--- config.mk ---
export PLATFORM = sky130hd
export DESIGN_NAME = mem_stage
export DESIGN_NICKNAME = d
export VERILOG_FILES = /design/src/rtl/cpu_pkg.sv /design/src/rtl/mem_timeout_ctr.sv /design/src/rtl/mem_stage.sv
export SDC_FILE = /design/constraint.sdc
export NUM_CORES = 1
export LEC_CHECK = 0
export CAP_MARGIN = 25
export CORE_MARGIN = 4
export CORE_UTILIZATION = 37
export CTS_CLUSTER_SIZE = 14
export DETAILED_ROUTE_END_ITERATION = 8
export PLACE_DENSITY = 0.74
export SLEW_MARGIN = 20
export SYNTH_ARGS = -nofsm -noshare
export SYNTH_HDL_FRONTEND = slang
export SYNTH_SLANG_ARGS = --single-unit
--- constraint.sdc ---
create_clock -name clk -period 1.7 [get_ports clk]
set_input_delay 0.17 -clock clk [delete_from_list [all_inputs] [get_ports clk]]
set_output_delay 0.17 -clock clk [all_outputs]
set_load 0.03 [all_outputs]
--- src/rtl/cpu_pkg.sv ---
// Shared opcode/sub-op constants and FSM state encoding for the CPU datapath.
// No logic; constants and a small decode helper only.
// Imported by mem_stage and its sub-modules.
package cpu_pkg;

  // Major opcodes, instr[7:6]
  localparam logic [1:0] OP_R    = 2'b00;
  localparam logic [1:0] OP_I    = 2'b01;
  localparam logic [1:0] OP_J    = 2'b10;
  localparam logic [1:0] OP_HALT = 2'b11;

  // I-type sub-ops, carried in the rs field instr[5:4]
  localparam logic [1:0] SUB_ADDI = 2'b00;
  localparam logic [1:0] SUB_LD   = 2'b01;
  localparam logic [1:0] SUB_ST   = 2'b10;
  localparam logic [1:0] SUB_CMP  = 2'b11;

  typedef enum logic {
    ST_IDLE = 1'b0,
    ST_MEM  = 1'b1
  } mem_state_t;

  // True for instructions that need a data-memory access (LD or ST).
  function automatic logic is_mem_op(input logic [1:0] op, input logic [1:0] rs);
    return (op == OP_I) && ((rs == SUB_LD) || (rs == SUB_ST));
  endfunction

endpackage

--- src/rtl/mem_timeout_ctr.sv ---
// Wait-cycle counter for data-memory accesses; expired flags the last allowed wait cycle.
// Latency: expired is combinational from the count; count updates on the next edge.
// No backpressure: clear has priority over enable.
module mem_timeout_ctr #(
  parameter int ACK_TIMEOUT = 15
) (
  input  logic clk,
  input  logic rst,
  input  logic clear,
  input  logic enable,
  output logic expired
);

  localparam int W = (ACK_TIMEOUT < 2) ? 1 : $clog2(ACK_TIMEOUT + 1);
  localparam logic [W-1:0] LAST = W'(ACK_TIMEOUT - 1);

  logic [W-1:0] cnt;

  // Count wait cycles; restart from zero on entry to a new access.
  always_ff @(posedge clk or posedge rst) begin
    if (rst) begin
      cnt <= '0;
    end else if (clear) begin
      cnt <= '0;
    end else if (enable) begin
      cnt <= cnt + 1'b1;
    end
  end

  // The current cycle is the ACK_TIMEOUT-th wait cycle: counting it makes the count reach ACK_TIMEOUT.
  assign expired = (cnt == LAST);

endmodule

--- src/rtl/mem_stage.sv ---
// Memory pipeline stage: passes ALU results to writeback, runs LD/ST against a req/ack data memory.
// Latency: 1 cycle for non-memory ops; LD/ST retire the cycle after dmem_ack or after ACK_TIMEOUT wait cycles.
// Backpressure: ex_ready is low while an access is outstanding and permanently after HALT.
module mem_stage import cpu_pkg::*; #(
  parameter int ACK_TIMEOUT = 15
) (
  input  logic       clk,
  input  logic       rst,
  input  logic       ex_valid,
  output logic       ex_ready,
  input  logic [7:0] instr,
  input  logic [7:0] alu_result,
  input  logic [7:0] write_data,
  output logic       dmem_req,
  output logic       dmem_we,
  output logic [7:0] dmem_addr,
  output logic [7:0] dmem_wdata,
  input  logic       dmem_ack,
  input  logic [7:0] dmem_rdata,
  output logic       wb_valid,
  output logic       wb_we,
  output logic [1:0] wb_rd,
  output logic [7:0] wb_data,
  output logic       halted,
  output logic       mem_err
);

  mem_state_t state, state_d;

  logic [1:0] op, rs, rt;
  logic       xfer;
  logic       unused_bits;

  // captured instruction fields needed after the access completes
  logic [1:0] cap_rt, cap_rt_d;
  logic       cap_ld, cap_ld_d;

  logic       req_d, we_d, wb_valid_d, wb_we_d, halted_d, mem_err_d;
  logic [7:0] addr_d, wdata_d, wb_data_d;
  logic [1:0] wb_rd_d;

  logic ctr_clear, ctr_en, ctr_expired;

  assign op          = instr[7:6];
  assign rs          = instr[5:4];
  assign rt          = instr[3:2];
  assign unused_bits = ^instr[1:0];

  assign ex_ready = (state == ST_IDLE) && !halted;
  assign xfer     = ex_valid && ex_ready;

  mem_timeout_ctr #(.ACK_TIMEOUT(ACK_TIMEOUT)) u_timeout (
    .clk     (clk),
    .rst     (rst),
    .clear   (ctr_clear),
    .enable  (ctr_en),
    .expired (ctr_expired)
  );

  // Next-state and next-output decode; unassigned outputs fall back to 0, sticky flags hold.
  always_comb begin
    state_d    = state;
    cap_rt_d   = cap_rt;
    cap_ld_d   = cap_ld;
    req_d      = 1'b0;
    we_d       = 1'b0;
    addr_d     = 8'h00;
    wdata_d    = 8'h00;
    wb_valid_d = 1'b0;
    wb_we_d    = 1'b0;
    wb_rd_d    = 2'b00;
    wb_data_d  = 8'h00;
    halted_d   = halted;
    mem_err_d  = mem_err;
    ctr_clear  = 1'b0;
    ctr_en     = 1'b0;

    unique case (state)
      ST_IDLE: begin
        if (xfer) begin
          cap_rt_d = rt;
          cap_ld_d = (op == OP_I) && (rs == SUB_LD);
          if (is_mem_op(op, rs)) begin
            state_d   = ST_MEM;
            req_d     = 1'b1;
            we_d      = (rs == SUB_ST);
            addr_d    = alu_result;
            wdata_d   = write_data;
            ctr_clear = 1'b1;
          end else begin
            wb_valid_d = 1'b1;
            wb_rd_d    = rt;
            unique case (op)
              OP_R, OP_I: begin
                // only ADDI and CMP reach here among I-type ops
                wb_we_d   = 1'b1;
                wb_data_d = alu_result;
              end
              OP_HALT: halted_d = 1'b1;
              default: ;
            endcase
          end
        end
      end

      ST_MEM: begin
        if (dmem_ack) begin
          // ack wins over a timeout landing in the same cycle
          state_d    = ST_IDLE;
          wb_valid_d = 1'b1;
          wb_rd_d    = cap_rt;
          wb_we_d    = cap_ld;
          wb_data_d  = cap_ld ? dmem_rdata : 8'h00;
        end else if (ctr_expired) begin
          state_d    = ST_IDLE;
          wb_valid_d = 1'b1;
          wb_rd_d    = cap_rt;
          mem_err_d  = 1'b1;
        end else begin
          req_d   = 1'b1;
          we_d    = dmem_we;
          addr_d  = dmem_addr;
          wdata_d = dmem_wdata;
          ctr_en  = 1'b1;
        end
      end

      default: state_d = ST_IDLE;
    endcase
  end

  // State, captured fields and registered outputs; reset abandons any access in flight.
  always_ff @(posedge clk or posedge rst) begin
    if (rst) begin
      state      <= ST_IDLE;
      cap_rt     <= 2'b00;
      cap_ld     <= 1'b0;
      dmem_req   <= 1'b0;
      dmem_we    <= 1'b0;
      dmem_addr  <= 8'h00;
      dmem_wdata <= 8'h00;
      wb_valid   <= 1'b0;
      wb_we      <= 1'b0;
      wb_rd      <= 2'b00;
      wb_data    <= 8'h00;
      halted     <= 1'b0;
      mem_err    <= 1'b0;
    end else begin
      state      <= state_d;
      cap_rt     <= cap_rt_d;
      cap_ld     <= cap_ld_d;
      dmem_req   <= req_d;
      dmem_we    <= we_d;
      dmem_addr  <= addr_d;
      dmem_wdata <= wdata_d;
      wb_valid   <= wb_valid_d;
      wb_we      <= wb_we_d;
      wb_rd      <= wb_rd_d;
      wb_data    <= wb_data_d;
      halted     <= halted_d;
      mem_err    <= mem_err_d;
    end
  end

endmodule

# After elaboration in Yosys (flattened, before gate mapping)
# Index checks and enable logic that the tools add are counted.
# word_totals
ff_bits	39
input_bits	36
latchBits	0
ram_bits	0
mem_bits_ro	0
output_inout_bits	33
n_memories	0
elab_cells	78
# classes
div_mod_pow	0
shifts	0
n_mux	43
mul	0
add_sub_neg	1
n_reduce_logical	12
n_bitwise	3
n_lt_le_gt_ge	0
eq_ne	6
# op_table
operator	count
$mux 8	11
$pmux 8 s2	3
$mux 1	18
$mux 2	4
$mux 4	2
$pmux 1 s2	4
$add 4x1->4 const B	1
$eq 2x1->1 const B	2
$eq 2x2->1 const B	2
$eq 4x4->1 const B	1
$logic_and 1x1->1	4
$pmux 2 s2	1
$reduce_and 4->1	1
$ne 3x2->1 const B	1
$not 1->1	3
$reduce_and 3->1	1
$logic_not 2->1	1
$reduce_and 2->1	1
$reduce_bool 2->1	1
$reduce_or 2->1	1
$logic_not 1->1	1
$logic_or 1x1->1	1

# Depth between registers and ports, before layout
# depth
ltp_word	7
ltp_mapped	7
mapped_depth_nobuf	5

# Cells and area by module
# A second synthesis with hierarchy kept.
# hier_totals
hier_cells	135
area_unflattened_um2	1774.2
# by_module_without_submodules
mod	area_each_um2	n_inst	seq_area_each_um2	cells_per_inst
mem_stage	1557.7	1	875.8	115
mem_timeout_ctr	216.5	1	100.1	20

# Least setup slack after synthesis
# Ideal clock, no wire load.
# synth_timing
kind	register to register
start	register u_timeout.cnt[0]
end	register dmem_addr[1]
t_required_ns	1.634
setup_ns	0.066
path_slack_ns	0.081
t_arrival_ns	1.553
path_stages_with_launch	8
n_path_buf	2
synth_period_minus_slack_ns	1.619
cell_sequence	dfrtp_1 > inv_1 > ha_1 > and3_1 > clkbuf_1 > nor2_2 > buf_2 > a22o_1
# synth_between
elab_chain_len	2
# synth_rtl
element	line	source
start, declared	mem_timeout_ctr.sv:17	logic [W-1:0] cnt;
start signal, assigned	mem_timeout_ctr.sv:26	cnt <= cnt + 1'b1;
$eq 4x4->1	mem_timeout_ctr.sv:31	assign expired = (cnt == LAST);
$ne 3x2->1 (no source line)	--	
end signal, assigned	mem_stage.sv:154	dmem_addr <= addr_d;
end, declared	mem_stage.sv:16	output logic [7:0] dmem_addr,
# Every way passes these cells.
# A chain may end at the register's enable or synchronous reset.

# Worst setup path after layout
# layout_timing
start	input instr[4]
end	register wb_valid
# layout_between
elab_chain_len	6
word_cells_on_any_way	7
classes_between	eq/ne (2); mux (3); reduce/logical (2)
# layout_rtl
element	line	source
start, declared	mem_stage.sv:11	input logic [7:0] instr,
$eq 2x1->1 or $eq 2x2->1 (tied branches)	cpu_pkg.sv:25	return (op == OP_I) && ((rs == SUB_LD) || (rs == SUB_ST));
$logic_or 1x1->1 *	cpu_pkg.sv:25	
$logic_and 1x1->1 *	cpu_pkg.sv:25	
$mux 1 *	mem_stage.sv:83	if (is_mem_op(op, rs)) begin
$mux 1 *	mem_stage.sv:80	if (xfer) begin
$pmux 1 s2 *	mem_stage.sv:78	unique case (state)
named net wb_valid_d	mem_stage.sv:38	logic req_d, we_d, wb_valid_d, wb_we_d, halted_d, mem_err_d;
end signal, assigned	mem_stage.sv:156	wb_valid <= wb_valid_d;
end, declared	mem_stage.sv:20	output logic wb_valid,
# Mark *: on every way through the listed nets, which the timed path passes. The rest lies on a longest branch.

==> key figures <==
Outcome
  – Status: finished clean

Worst setup path
  – Setup Crit Path Kind: input pin to flop
  – CP max stage delay: about 480 ps
  – WP data arrival: ~1800 ps
  – Max FO, Critical Path: 3
  – Startpoint Class: input pin
  – Internal reg-to-reg setup slack: ~90 ps
  – Max stage delay cell, worst path: clkdlybuf4s50_1
  – Worst endpoint required time: 1870 ps
  – Critical Path Sink Type: flop
  – Worst path cell trace: clkdlybuf4s50_1 > inv_1 > ha_4 > or3b_4 > and2_1 > or2_2

Floorplan
  – Die X-Extent: roughly 74 um
  – Std-Cell Rows: 23
  – Initial Utilization: 0.3901
  – Die Span Y: 73.64 um
  – Area of the core: around 4000 um^2
  – Num ports: 69
  – Die area: ~5400 um^2

Global route
  – Global-route wire length before repair: about 7 mm
  – GRT overflow: 0
  – All-layer global routing usage: 0.1729
  – Vias in the first global route: around 1.5k
  – Antenna violations before repair: 0
  – Largest net degree at the start of global routing: 40

Job
  – Max_cap viols: 0

Detailed routing
  – 1st-iter DRT viols: 39
  – Vias/cell: 5.191
  – Routed wire length: 4.404 mm
  – Post-route ant nets: 0
  – DRC: 0
  – Vias: roughly 1.3k
  – TritonRoute pass-1 iters: 4
  – Drt wl/cell: between 15 and 20 um

Power
  – Power density over cell area: between 900 and 1000 nW/um^2
  – Peak supply drop: 0.4877 mV
  – Leakage power: ~0.0012 uW

Timing
  – Fmax: between 600 and 700 MHz
  – Slew headroom: 0.6765
  – Tmin final: around 1600 ps
  – Worst-Margin Slew: between 400 and 500 ps
  – Slew Limit Fails: 0
  – Final Setup Violations: 0
  – RSZ-0062 raised after global routing: no
  – Final setup margin: approximately 55 ps
  – Max Clock Skew: 8.546 ps
  – Fin crit share: 0.9678
  – WHS: 289.5 ps
  – Setup_tns: 0 ps
  – Hold Vio Cnt, Final: 0

Synthesis
  – Syn nets: 160
  – Top cells by area, synth: dfrtp_1 (61%), a22o_1 (13%), ha_1 (3.1%), a22o_2 (2.5%), nand2_1 (2.1%)
  – Sequential share of the synthesized area: 0.6122
  – Mapped Cells: 120
  – Top_reg_cell synth: dfrtp_1
  – Syn. warnings: 0
  – Synthesized flop and latch total: 39
  – Avg Cell Area, Syn: ~13 um^2
  – Yosys cell types: 35
  – Number of synthesized flops with an enable pin: 0
  – Post-synth ARST share: 1.000
  – Synth area leader: dfrtp_1
  – Area share of the largest cell type after synthesis: 0.6122
  – Post-synthesis cell area: approximately 1600 um^2

Clock network
  – Clock Tree Buf Depth: 2
  – CTS root buf: clkbuf_8
  – Clock sinks: 39
  – TritonCTS Buffers: 5
  – Clk Latency, worst-skew pair: between 200 and 300 ps
  – H-tree depth: 2
  – CTS tree: done
  – Clock slew at reported path FFs: 80 ps

Final layout
  – P&R area growth vs syn: 61.54%
  – Multi-input gate area: between 600 and 700 um^2
  – Final #Nets: 246
  – Ratio of cells with drive above 1 in the final layout: 0.1932
  – Design Area, Final: about 2600 um^2
  – Fillcell total: approximately 310
  – Reg area: between 900 and 1000 um^2
  – Ant. Diodes: 0

Place
  – Post-Place Setup Slack: -362.2 ps
  – GPL Wtd Cong: 0.8185
  – DP Area: between 2000 and 2500 um^2
  – # port buffers: 66
  – Dpl hpwl: 3.174 mm

Min path
  – Hold Path Class: input pin to async pin
## per-layer routing
metal,share of wire,track usage,vias up
met5,0,0,-
met4,0.021,0.09256,0
met3,0.054,0.04378,11
met2,0.51,0.2835,40
met1,0.41,0.2070,666
li1,-,-,617
## Yosys cell counts, drive strengths merged (3+ instances only)
library cell	number
buf	4
nand3	3
inv	5
ha	4
a22o	27
dfrtp	39
nor2	3
nand2	9
## critical path: cells and delay by family
kind / cells / cell delay [ps]
AND/OR/NAND/NOR: 3 / 880
buffers and inverters: 2 / 550
adder cells (fa/ha/maj): 1 / 210
## through the flow
stage / utilization / total power [uW] / cells
floorplan: - / 1331 / 120
global placement: 0.5891 / 1579 / 246
detailed placement: 0.5891 / 1607 / 246
CTS: 0.6268 / 2414 / 255
global route: 0.6301 / 2522 / 257
finish: 0.6301 / 2413 / 257
## report_power, final
group          switching (uW)  internal (uW)  leakage (uW)
clock                     314            475     0.0000612
combinational             285            280      0.000614
sequential               52.4           1010      0.000531
total                     651           1760       0.00121
## final cells by class
| type | instances | share of cell area |
|---|---|---|
| clock buffers | 6 | 0.03207 |
| clock inverters | 2 | 0.01361 |
| inverters | 5 | 0.007289 |
| well taps | 50 | 0.02430 |
| flip-flops and latches | 39 | 0.3790 |
| repair buffers | 82 | 0.3076 |
| multi-input cells | 73 | 0.2362 |
## state kept, by name, summed over array words and instances (netlist names)
name           cells
dmem_addr          8
dmem_wdata         8
wb_data            8
u_timeout.cnt      4
cap_rt             2
wb_rd              2
cap_ld             1
dmem_we            1
halted             1
mem_err            1
state              1
wb_valid           1
wb_we              1
## cell usage in the layout, fill, tap and decap left out, types with 2 or more instances in the layout
cell / count
nor2b_1: 2
nor2_4: 2
dfrtp_1: 39
and3_1: 2
or3b_4: 2
clkdlybuf4s50_1: 65
buf_4: 15
a22o_2: 4
inv_1: 5
or2_2: 2
clkbuf_8: 6
o21ai_0: 2
nand3_1: 3
nand2_1: 9
ha_1: 3
a22o_1: 23
## worst paths after layout
| path | endpoint | cells after the start | start |
|---|---|---|---|
| worst max register to register | wb_valid | 6 | u_timeout.cnt[0] |
| max in group asynchronous | dmem_wdata[7] | 3 | rst |
| worst min register to register | cap_ld | 2 | cap_ld |
| worst min-delay path | wb_rd[1] | 3 | rst |
| worst max-delay path | wb_valid | 6 | instr[4] |
| min in group clk | cap_rt[1] | 3 | instr[3] |
## logic make-up (layout without fill, tap and decap cells)
kind of cell             count (synthesis)  after routing  synth area share
multiplexers                             1              1          0.006280
flip-flops                              39             39            0.6122
AO/OA/AOI/OAI                           37             37            0.1970
buffers and inverters                   10             95           0.03374
adder cells (fa/ha/maj)                  4              4           0.03140
AND/OR/NAND/NOR                         29             31            0.1193
## repair_timing
item / 4_1_cts / 5_1_grt
endpoints found under the setup margin: 22 / 3
pin swaps: 5 / 1
buffers inserted: 0 / 1
gates cloned: 1 / 1
hold buffers: 0 / 0
resized for setup: 5 / 0
hold endpoints to repair: 0 / 0
Power figures use the tool's default switching activity.
